### src/rtl/axi_lite_if.sv
// AXI4-Lite bus bundle: the five channels between one master and one slave.
interface axi_lite_if #(
  parameter int AXI_LITE_ADDR_WIDTH = 8
);
  logic [AXI_LITE_ADDR_WIDTH-1:0] awaddr;
  logic                           awvalid;
  logic                           awready;
  logic [31:0]                    wdata;
  logic [3:0]                     wstrb;
  logic                           wvalid;
  logic                           wready;
  logic [1:0]                     bresp;
  logic                           bvalid;
  logic                           bready;
  logic [AXI_LITE_ADDR_WIDTH-1:0] araddr;
  logic                           arvalid;
  logic                           arready;
  logic [31:0]                    rdata;
  logic [1:0]                     rresp;
  logic                           rvalid;
  logic                           rready;

  modport master (
    output awaddr, awvalid, wdata, wstrb, wvalid, bready, araddr, arvalid, rready,
    input  awready, wready, bresp, bvalid, arready, rdata, rresp, rvalid
  );

  modport slave (
    input  awaddr, awvalid, wdata, wstrb, wvalid, bready, araddr, arvalid, rready,
    output awready, wready, bresp, bvalid, arready, rdata, rresp, rvalid
  );
endinterface

### src/rtl/axi_lite_master.sv
// Single-outstanding AXI4-Lite master: turns one command into one bus
// transaction and returns a response; misaligned addresses fail locally.
module axi_lite_master #(
  parameter int AXI_LITE_ADDR_WIDTH = 8
) (
  input  logic                           m_axi_lite_aclk,
  input  logic                           axi_resetn,
  input  logic                           cmd_valid,
  output logic                           cmd_ready,
  input  logic                           cmd_write,
  input  logic [AXI_LITE_ADDR_WIDTH-1:0] cmd_addr,
  input  logic [31:0]                    cmd_wdata,
  output logic                           rsp_valid,
  input  logic                           rsp_ready,
  output logic [31:0]                    rsp_rdata,
  output logic [1:0]                     rsp_resp,
  axi_lite_if.master                     m_axi_lite
);

  localparam logic [1:0] RESP_SLVERR = 2'b10;

  typedef enum logic [2:0] {
    ST_IDLE,
    ST_WRITE,
    ST_WRESP,
    ST_RADDR,
    ST_RDATA,
    ST_RESP
  } state_e;

  state_e                         state_q, state_d;
  logic [AXI_LITE_ADDR_WIDTH-1:0] addr_q, addr_d;
  logic [31:0]                    wdata_q, wdata_d;
  logic [31:0]                    rdata_q, rdata_d;
  logic [1:0]                     resp_q, resp_d;
  logic                           aw_done_q, aw_done_d;
  logic                           w_done_q, w_done_d;

  always_ff @(posedge m_axi_lite_aclk or negedge axi_resetn) begin
    if (!axi_resetn) begin
      state_q   <= ST_IDLE;
      addr_q    <= '0;
      wdata_q   <= '0;
      rdata_q   <= '0;
      resp_q    <= 2'b00;
      aw_done_q <= 1'b0;
      w_done_q  <= 1'b0;
    end else begin
      state_q   <= state_d;
      addr_q    <= addr_d;
      wdata_q   <= wdata_d;
      rdata_q   <= rdata_d;
      resp_q    <= resp_d;
      aw_done_q <= aw_done_d;
      w_done_q  <= w_done_d;
    end
  end

  always_comb begin
    state_d   = state_q;
    addr_d    = addr_q;
    wdata_d   = wdata_q;
    rdata_d   = rdata_q;
    resp_d    = resp_q;
    aw_done_d = aw_done_q;
    w_done_d  = w_done_q;

    case (state_q)
      ST_IDLE: begin
        if (cmd_valid) begin
          addr_d  = cmd_addr;
          rdata_d = '0;
          if (cmd_addr[1:0] != 2'b00) begin
            resp_d  = RESP_SLVERR;
            state_d = ST_RESP;
          end else if (cmd_write) begin
            wdata_d   = cmd_wdata;
            aw_done_d = 1'b0;
            w_done_d  = 1'b0;
            state_d   = ST_WRITE;
          end else begin
            state_d = ST_RADDR;
          end
        end
      end
      // AW and W complete independently; a channel already done ignores its ready.
      ST_WRITE: begin
        aw_done_d = aw_done_q | m_axi_lite.awready;
        w_done_d  = w_done_q | m_axi_lite.wready;
        if (aw_done_d && w_done_d) begin
          state_d = ST_WRESP;
        end
      end
      ST_WRESP: begin
        if (m_axi_lite.bvalid) begin
          resp_d  = m_axi_lite.bresp;
          rdata_d = '0;
          state_d = ST_RESP;
        end
      end
      ST_RADDR: begin
        if (m_axi_lite.arready) begin
          state_d = ST_RDATA;
        end
      end
      ST_RDATA: begin
        if (m_axi_lite.rvalid) begin
          rdata_d = m_axi_lite.rdata;
          resp_d  = m_axi_lite.rresp;
          state_d = ST_RESP;
        end
      end
      ST_RESP: begin
        if (rsp_ready) begin
          state_d = ST_IDLE;
        end
      end
      default: state_d = ST_IDLE;
    endcase
  end

  // Handshake outputs decode straight from registered state, so reset clears them at once.
  assign cmd_ready          = (state_q == ST_IDLE);
  assign rsp_valid          = (state_q == ST_RESP);
  assign rsp_rdata          = rdata_q;
  assign rsp_resp           = resp_q;

  assign m_axi_lite.awaddr  = addr_q;
  assign m_axi_lite.awvalid = (state_q == ST_WRITE) && !aw_done_q;
  assign m_axi_lite.wdata   = wdata_q;
  assign m_axi_lite.wstrb   = 4'hF;
  assign m_axi_lite.wvalid  = (state_q == ST_WRITE) && !w_done_q;
  assign m_axi_lite.bready  = (state_q == ST_WRESP);
  assign m_axi_lite.araddr  = addr_q;
  assign m_axi_lite.arvalid = (state_q == ST_RADDR);
  assign m_axi_lite.rready  = (state_q == ST_RDATA);

endmodule

### src/flat_wrapper.sv
// flat-port wrapper written by rule: the top's interface ports become plain ports
module axi_lite_master_flat 
#(
  parameter int AXI_LITE_ADDR_WIDTH = 8
)
  (m_axi_lite_aclk, axi_resetn, cmd_valid, cmd_ready, cmd_write, cmd_addr, cmd_wdata, rsp_valid, rsp_ready, rsp_rdata, rsp_resp, m_axi_lite_awaddr, m_axi_lite_awvalid, m_axi_lite_wdata, m_axi_lite_wstrb, m_axi_lite_wvalid, m_axi_lite_bready, m_axi_lite_araddr, m_axi_lite_arvalid, m_axi_lite_rready, m_axi_lite_awready, m_axi_lite_wready, m_axi_lite_bresp, m_axi_lite_bvalid, m_axi_lite_arready, m_axi_lite_rdata, m_axi_lite_rresp, m_axi_lite_rvalid);
  axi_lite_if #(.AXI_LITE_ADDR_WIDTH(AXI_LITE_ADDR_WIDTH)) m_axi_lite_i ();
  input  logic m_axi_lite_aclk;
  input  logic axi_resetn;
  input  logic cmd_valid;
  output logic cmd_ready;
  input  logic cmd_write;
  input  logic [AXI_LITE_ADDR_WIDTH-1:0] cmd_addr;
  input  logic [31:0] cmd_wdata;
  output logic rsp_valid;
  input  logic rsp_ready;
  output logic [31:0] rsp_rdata;
  output logic [1:0] rsp_resp;
  output wire logic [$bits(m_axi_lite_i.awaddr)-1:0] m_axi_lite_awaddr;
  output wire logic [$bits(m_axi_lite_i.awvalid)-1:0] m_axi_lite_awvalid;
  output wire logic [$bits(m_axi_lite_i.wdata)-1:0] m_axi_lite_wdata;
  output wire logic [$bits(m_axi_lite_i.wstrb)-1:0] m_axi_lite_wstrb;
  output wire logic [$bits(m_axi_lite_i.wvalid)-1:0] m_axi_lite_wvalid;
  output wire logic [$bits(m_axi_lite_i.bready)-1:0] m_axi_lite_bready;
  output wire logic [$bits(m_axi_lite_i.araddr)-1:0] m_axi_lite_araddr;
  output wire logic [$bits(m_axi_lite_i.arvalid)-1:0] m_axi_lite_arvalid;
  output wire logic [$bits(m_axi_lite_i.rready)-1:0] m_axi_lite_rready;
  input wire logic [$bits(m_axi_lite_i.awready)-1:0] m_axi_lite_awready;
  input wire logic [$bits(m_axi_lite_i.wready)-1:0] m_axi_lite_wready;
  input wire logic [$bits(m_axi_lite_i.bresp)-1:0] m_axi_lite_bresp;
  input wire logic [$bits(m_axi_lite_i.bvalid)-1:0] m_axi_lite_bvalid;
  input wire logic [$bits(m_axi_lite_i.arready)-1:0] m_axi_lite_arready;
  input wire logic [$bits(m_axi_lite_i.rdata)-1:0] m_axi_lite_rdata;
  input wire logic [$bits(m_axi_lite_i.rresp)-1:0] m_axi_lite_rresp;
  input wire logic [$bits(m_axi_lite_i.rvalid)-1:0] m_axi_lite_rvalid;
  assign m_axi_lite_awaddr = m_axi_lite_i.awaddr;
  assign m_axi_lite_awvalid = m_axi_lite_i.awvalid;
  assign m_axi_lite_wdata = m_axi_lite_i.wdata;
  assign m_axi_lite_wstrb = m_axi_lite_i.wstrb;
  assign m_axi_lite_wvalid = m_axi_lite_i.wvalid;
  assign m_axi_lite_bready = m_axi_lite_i.bready;
  assign m_axi_lite_araddr = m_axi_lite_i.araddr;
  assign m_axi_lite_arvalid = m_axi_lite_i.arvalid;
  assign m_axi_lite_rready = m_axi_lite_i.rready;
  assign m_axi_lite_i.awready = m_axi_lite_awready;
  assign m_axi_lite_i.wready = m_axi_lite_wready;
  assign m_axi_lite_i.bresp = m_axi_lite_bresp;
  assign m_axi_lite_i.bvalid = m_axi_lite_bvalid;
  assign m_axi_lite_i.arready = m_axi_lite_arready;
  assign m_axi_lite_i.rdata = m_axi_lite_rdata;
  assign m_axi_lite_i.rresp = m_axi_lite_rresp;
  assign m_axi_lite_i.rvalid = m_axi_lite_rvalid;
  axi_lite_master #(.AXI_LITE_ADDR_WIDTH(AXI_LITE_ADDR_WIDTH)) u_core (.m_axi_lite_aclk(m_axi_lite_aclk), .axi_resetn(axi_resetn), .cmd_valid(cmd_valid), .cmd_ready(cmd_ready), .cmd_write(cmd_write), .cmd_addr(cmd_addr), .cmd_wdata(cmd_wdata), .rsp_valid(rsp_valid), .rsp_ready(rsp_ready), .rsp_rdata(rsp_rdata), .rsp_resp(rsp_resp), .m_axi_lite(m_axi_lite_i));
endmodule
### config.mk
export PLATFORM = sky130hd
export DESIGN_NAME = axi_lite_master_flat
export DESIGN_NICKNAME = d
export VERILOG_FILES = /design/src/rtl/axi_lite_if.sv /design/src/rtl/axi_lite_master.sv /design/src/flat_wrapper.sv
export SDC_FILE = /design/constraint.sdc
export NUM_CORES = 1
export LEC_CHECK = 0
export CAP_MARGIN = 20
export CORE_AREA = 5 5 109 111
export DETAILED_ROUTE_END_ITERATION = 16
export DIE_AREA = 0 0 114 116
export GPL_ROUTABILITY_DRIVEN = 0
export PLACE_DENSITY = 0.7
export SLEW_MARGIN = 20
export SYNTH_ARGS = -nofsm -noshare
export SYNTH_HDL_FRONTEND = slang
export SYNTH_SLANG_ARGS = --single-unit
export TNS_END_PERCENT = 30
### constraint.sdc
create_clock -name m_axi_lite_aclk -period 1.5 [get_ports m_axi_lite_aclk]
set_input_delay 0.15 -clock m_axi_lite_aclk [delete_from_list [all_inputs] [get_ports m_axi_lite_aclk]]
set_output_delay 0.15 -clock m_axi_lite_aclk [all_outputs]
set_load 0.02 [all_outputs]
Word level (Yosys, flattened, before mapping)

Index checks and enable logic that the tools add are counted.

Flip-flop bits (word level): 79
Bits in latches: 0
Memory bits (writable): 0
Bits in read-only memories: 0
Input port bits: 86
Output and inout bits: 93
Logic and storage cells: 62
Memories: 0

$add $sub $neg: 0
Multipliers: 0
Div/mod/pow operators: 0
$lt $le $gt $ge: 0
Equality and inequality tests: 14
Shift operators: 0
Mux-type cells: 23
Bitwise logic cells: 3
Reductions and logical operators: 15

Operators by type and width:

| operator             | count |
|---|---|
| $mux W32             | 3 |
| $pmux W32 S3         | 1 |
| $mux W3              | 7 |
| $pmux W3 S6          | 1 |
| $ne A2 B1 Y1 const B | 7 |
| $reduce_and A4 Y1    | 3 |
| $mux W2              | 5 |
| $eq A3 B2 Y1 const B | 2 |
| $eq A3 B3 Y1 const B | 2 |
| $pmux W2 S3          | 1 |
| $reduce_and A6 Y1    | 1 |
| $reduce_and A5 Y1    | 1 |
| $ne A2 B2 Y1 const B | 2 |
| $pmux W1 S2          | 2 |
| $reduce_bool A2 Y1   | 2 |
| $eq A3 B1 Y1 const B | 1 |
| $logic_and A1 B1 Y1  | 3 |
| $logic_not A3 Y1     | 1 |
| $mux W1              | 3 |
| $reduce_bool A3 Y1   | 1 |
| $logic_not A1 Y1     | 2 |
| $or A1 B1 Y1         | 2 |
| $reduce_and A2 Y1    | 1 |
| $not A1 Y1           | 1 |

Logic depth before layout (Yosys ltp)

Depth after elaboration: 4
Depth in mapped cells: 7
Depth with buffers taken out: 4

Worst setup path after synthesis

Ideal clock, no wire load.

Path kind: flip-flop to flip-flop
From: register u_core.state_q[0]
To: register u_core.wdata_q[10], in the netlist u_core.m_axi_lite.wdata[10]
Setup time: 127 ps
Arrival time: 1631 ps
Data required time: 1373 ps
Slack: -259 ps
Cell stages (with the launch flop): 7
Buffers on the path: 2
Period minus slack after synthesis: 1759 ps
Cell sequence: dfrtp_1 buf_6 nor3_4 nand2_2 nor2_8 buf_6 mux2_1

Longest elaborated chain between the ends: 2

RTL lines:

| element                     | line                  | text |
|---|---|---|
| from (decl)                 | axi_lite_master.sv:31 | `state_e state_q, state_d;` |
| from (signal assigned)      | axi_lite_master.sv:49 | `state_q <= state_d;` |
| $logic_not A3 Y1            | --                    |  |
| named net cmd_ready         | flat_wrapper.sv:11    | `output logic cmd_ready;` |
| $reduce_and A4 Y1 (no line) | --                    |  |
| to (signal assigned)        | axi_lite_master.sv:51 | `wdata_q <= wdata_d;` |
| to (decl)                   | axi_lite_master.sv:33 | `logic [31:0] wdata_q, wdata_d;` |

The timed path passes the listed nets, and every way through them passes these cells.
A chain may end at the register's enable or synchronous reset.

Worst setup path after layout

From: register u_core.state_q[2]
To: register u_core.rdata_q[10], in the netlist u_core.rsp_rdata[10]

Longest elaborated chain between the ends: 3
Elaborated cells between the ends (all ways): 9
Classes of those cells: eq/ne: 5; mux: 1; reduce/logical: 3

RTL lines:

| element                                              | line                  | text |
|---|---|---|
| $eq A3 B3 Y1, or another cell as far along           | axi_lite_master.sv:68 | `case (state_q)` |
| $ne A2 B1 Y1 (no line), or another cell as far along | --                    |  |
| $reduce_and A4 Y1 (no line)                          | --                    |  |
| to (signal assigned)                                 | axi_lite_master.sv:52 | `rdata_q <= rdata_d;` |
| to (decl)                                            | axi_lite_master.sv:34 | `logic [31:0] rdata_q, rdata_d;` |

Several ways; a longest one is shown, not always the timed one.

==> flow_summary_export.csv <==
group,metric,value,unit
power,power.leakage,3.37,nW
power,netSwitchingFraction,39.5,%
power,p_sw,4.92,mW
power,powerDensity,1980,nW/um2
run_status,run_status,"finished with violations",
clocking,cts_tree,"done",
timing,post-route-period-util,111,%
setup_path,worst_r2r_path_depth,6,
timing,rsz0062_at_grt,"yes",
clocking,cts_made_buffers,9,
setup_path,critical_path.reg2reg.endpoint,"u_core.rsp_rdata[10]",
yosys,netlist_area,3670,um2
yosys,netlist-cell-type-count,38,
yosys,synth_largest_area_cell,"dfrtp_1",
yosys,yosys_warnings,0,
global_routing,gr-usage-met2,26.5,%
timing,hold_violations,0,
timing,finalSetupTns,-7.25,ns
routing,route.vias.total,2908,
die,io-pin-count,179,
routing,ant_nets,0,
yosys,yosys.area.top_type_share,53.8,%
global_routing,groute.usage.overall,15.5,%
timing,final-max-slew-violation-count,0,
timing,setup_viol,71,
placed_design,cell_area_placed,5610,um2
global_routing,grt_start_max_net_pins,42,
placed_design,pre_cts_ws,-0.228,ns
global_routing,gr-max-usage-layer,"met2",
setup_path,timing.rr.start,"u_core.state_q[2]",
global_routing,first_global_vias,3163,
power,clock_power_share,13.9,%
clocking,ctsHtreeMaxLevel,3,
yosys,yosys-top-cells-area,"dfrtp_1 54%, mux2_1 10%, nand3_2 7.4%",
die,fp.dieW,114,um
power,internal_power,7.53,mW
setup_path,critical_path.cell_chain,"nand3b_1 > o22ai_4 > buf_6 > buf_12 > buf_16 > o21ai_2",
die,die-area,13200,um2
routing,drt-wirelength-per-cell,16.3,um
routing,detail_route.vias_per_cell,4.56,
routing,drtIter0Drc,79,
final_layout,final.fill_count,913,
yosys,synth_seq_cells,79,
die,initial_cell_density_of_the_core,34.3,%
yosys,yosys.cell_count.top_type,"dfrtp_1",
setup_path,crit_path_start,"u_core.state_q[2]",
routing,firstDrtPassIters,4,
timing,max_frequency,602,MHz
setup_path,rrSetupSlack,-0.16,ns
yosys,synth.cells.most_frequent,"79 x dfrtp_1, 37 x inv_1, 33 x mux2_1, 27 x nand3_2, 27 x o21ai_2",
yosys,number_of_enable_flip_flop_cells_after_synthesis,0,
yosys,synth.yosys.seq_area_share,53.8,%
timing,fin_skew,0.00890,ns
timing,fin_ws,-0.161,ns
setup_path,cp.arrival,1.90,ns
global_routing,grt_use_met3,6.89,%
yosys,synth-main-ff-cell,"dfrtp_1",
placed_design,buffer_ports.inserted,174,
job,maxCapViolCount,0,
routing,routed_wirelength,10.4,mm
final_layout,design_area,6270,um2
final_layout,layout-drive-gt1-share,29.3,%
setup_path,max_stage_delay,0.48,ns
clocking,worstSkewPairLatency,0.34,ns
die,die_y,116,um
setup_path,cp_max_fo,8,
global_routing,grt_first_pass_wirelength,16.2,mm
setup_path,crit_path_start_kind,"flop",
final_layout,insertedDiodeCount,0,
final_layout,final_nets,580,
placed_design,hpwl,7.15,mm
power,power,12.5,mW
power,power_frac_comb,57.2,%
run_status,violations,"negative setup slack",
global_routing,grt.met1_usage,17.8,%
timing,finalWorstPathRequiredPeriod,1.66,ns
setup_path,worstPathBufferInverterCount,3,
power,peak_supply_drop,983,uV
clocking,worst_setup_hold_path_clk_slew,0.08,ns
routing,drc_errors,0,
global_routing,initial_antenna_violation_count,0,
setup_path,worst_ep_required_time,1.74,ns
setup_path,critPathSlowestCell,"dfrtp_2",
clocking,tritoncts_num_sinks,79,
min_path,holdCritPathClass,"input pin to async pin",
yosys,async_flop_share,100,%
yosys,mapped_cells,292,
power,power_frac_seq,28.9,%
clocking,clockRootBuffer,"clkbuf_8",
die,design.core.area,10700,um2
setup_path,timing_worst_setup_path_type,"flop to flop",
setup_path,setup.worst_path.end_class,"flop",
final_layout,flow.area_growth_from_synthesis,70.8,%
global_routing,grt.overflow.total,0,
die,floorplan.rows,38,
setup_path,crit_family,"flip-flops",
clocking,cts.path.max_buffers,2,
yosys,synthesis.area_per_instance,12.6,um2
==> kinds of logic after synthesis <==
family / after synthesis / share of synthesized area, %
buffers and inverters: 64 / 10.4
flip-flops: 79 / 53.8
other: 1 / 0.102
multiplexers: 43 / 13.1
AO/OA/AOI/OAI: 47 / 10.1
AND/OR/NAND/NOR: 58 / 12.5
==> area by class of cell <==
cell class / count / area [um2] / share of cell area, %
tap: 140 / 175 / 2.79
multi-input combinational: 152 / 1420 / 22.6
inverter: 37 / 139 / 2.21
timing repair buffer: 215 / 2350 / 37.5
clock buffer: 12 / 145 / 2.31
sequential: 79 / 1980 / 31.5
clock inverter: 3 / 67.6 / 1.08
==> layer usage <==
metal  up-vias  wire [um]
met2       119       5350
met4         0        163
met5         -          0
li1       1363          -
met3        13        978
met1      1413       3910
==> cell usage in the layout (no fill, tap or decap), types with 2 or more instances in the layout <==
| cell | instances |
|---|---|
| buf_6 | 10 |
| mux2_4 | 3 |
| conb_1 | 4 |
| bufinv_16 | 2 |
| o21ai_0 | 3 |
| mux2_2 | 8 |
| nand3_1 | 2 |
| nand3_4 | 2 |
| nor2_1 | 5 |
| nand3_2 | 29 |
| buf_12 | 7 |
| mux2_1 | 30 |
| buf_16 | 5 |
| nand2_1 | 5 |
| a21oi_1 | 2 |
| dlymetal6s2s_1 | 45 |
| inv_1 | 37 |
| o21ai_2 | 30 |
| dlygate4sd2_1 | 26 |
| buf_4 | 24 |
| and2_1 | 3 |
| dfrtp_1 | 77 |
| clkbuf_8 | 10 |
| clkbuf_1 | 2 |
| dfrtp_2 | 2 |
| nand2b_1 | 3 |
| o22ai_1 | 2 |
| clkdlybuf4s50_1 | 95 |
==> through the flow <==
stage	util, %	instances	hold slack (ns)
finish	58.7	638	0.264
global route	58.7	638	0.276
CTS	56.4	634	0.260
detailed placement	52.4	606	0.110
global placement	52.4	606	0.106
floorplan	-	295	-0.146
==> flip-flops by register name (all words and copies together) (netlist names) <==
name and flops:
u_core.aw_done_q 1, u_core.m_axi_lite.araddr 8, u_core.rsp_rdata 32, u_core.m_axi_lite.wdata 32
u_core.w_done_q 1, u_core.rsp_resp 2, u_core.state_q 3
==> what timing repair did <==
item	4_1_cts	5_1_grt
cloned	5	1
hold buffers	1	0
pin swaps	18	7
resized for setup	69	66
setup endpoints to repair	107	130
endpoints found under the hold margin	27	0
buffers inserted	7	3
==> worst max-delay path by stage <==
stage | endpoint | slack, ns | cells past startpoint
after detailed placement | u_core.rsp_rdata[30] | -0.23 | 6
after CTS | u_core.m_axi_lite.wdata[10] | -0.14 | 6
after global routing | u_core.rsp_rdata[18] | -0.23 | 6
after floorplan | u_core.m_axi_lite.wdata[10] | -0.19 | 5
after global placement | u_core.rsp_rdata[29] | -0.19 | 6
final | u_core.rsp_rdata[10] | -0.16 | 6
==> power by group through the flow <==
stage | clock network [mW] | logic (mW) | registers (mW)
after global placement | 0 | 6.36 | 3.63
after global routing | 1.90 | 7.61 | 3.74
after detailed placement | 0 | 6.45 | 3.66
after floorplan | 0 | 2.60 | 4.67
final | 1.73 | 7.12 | 3.60
after CTS | 1.80 | 7.03 | 3.62
No activity file was read; power rests on OpenSTA's default activity.
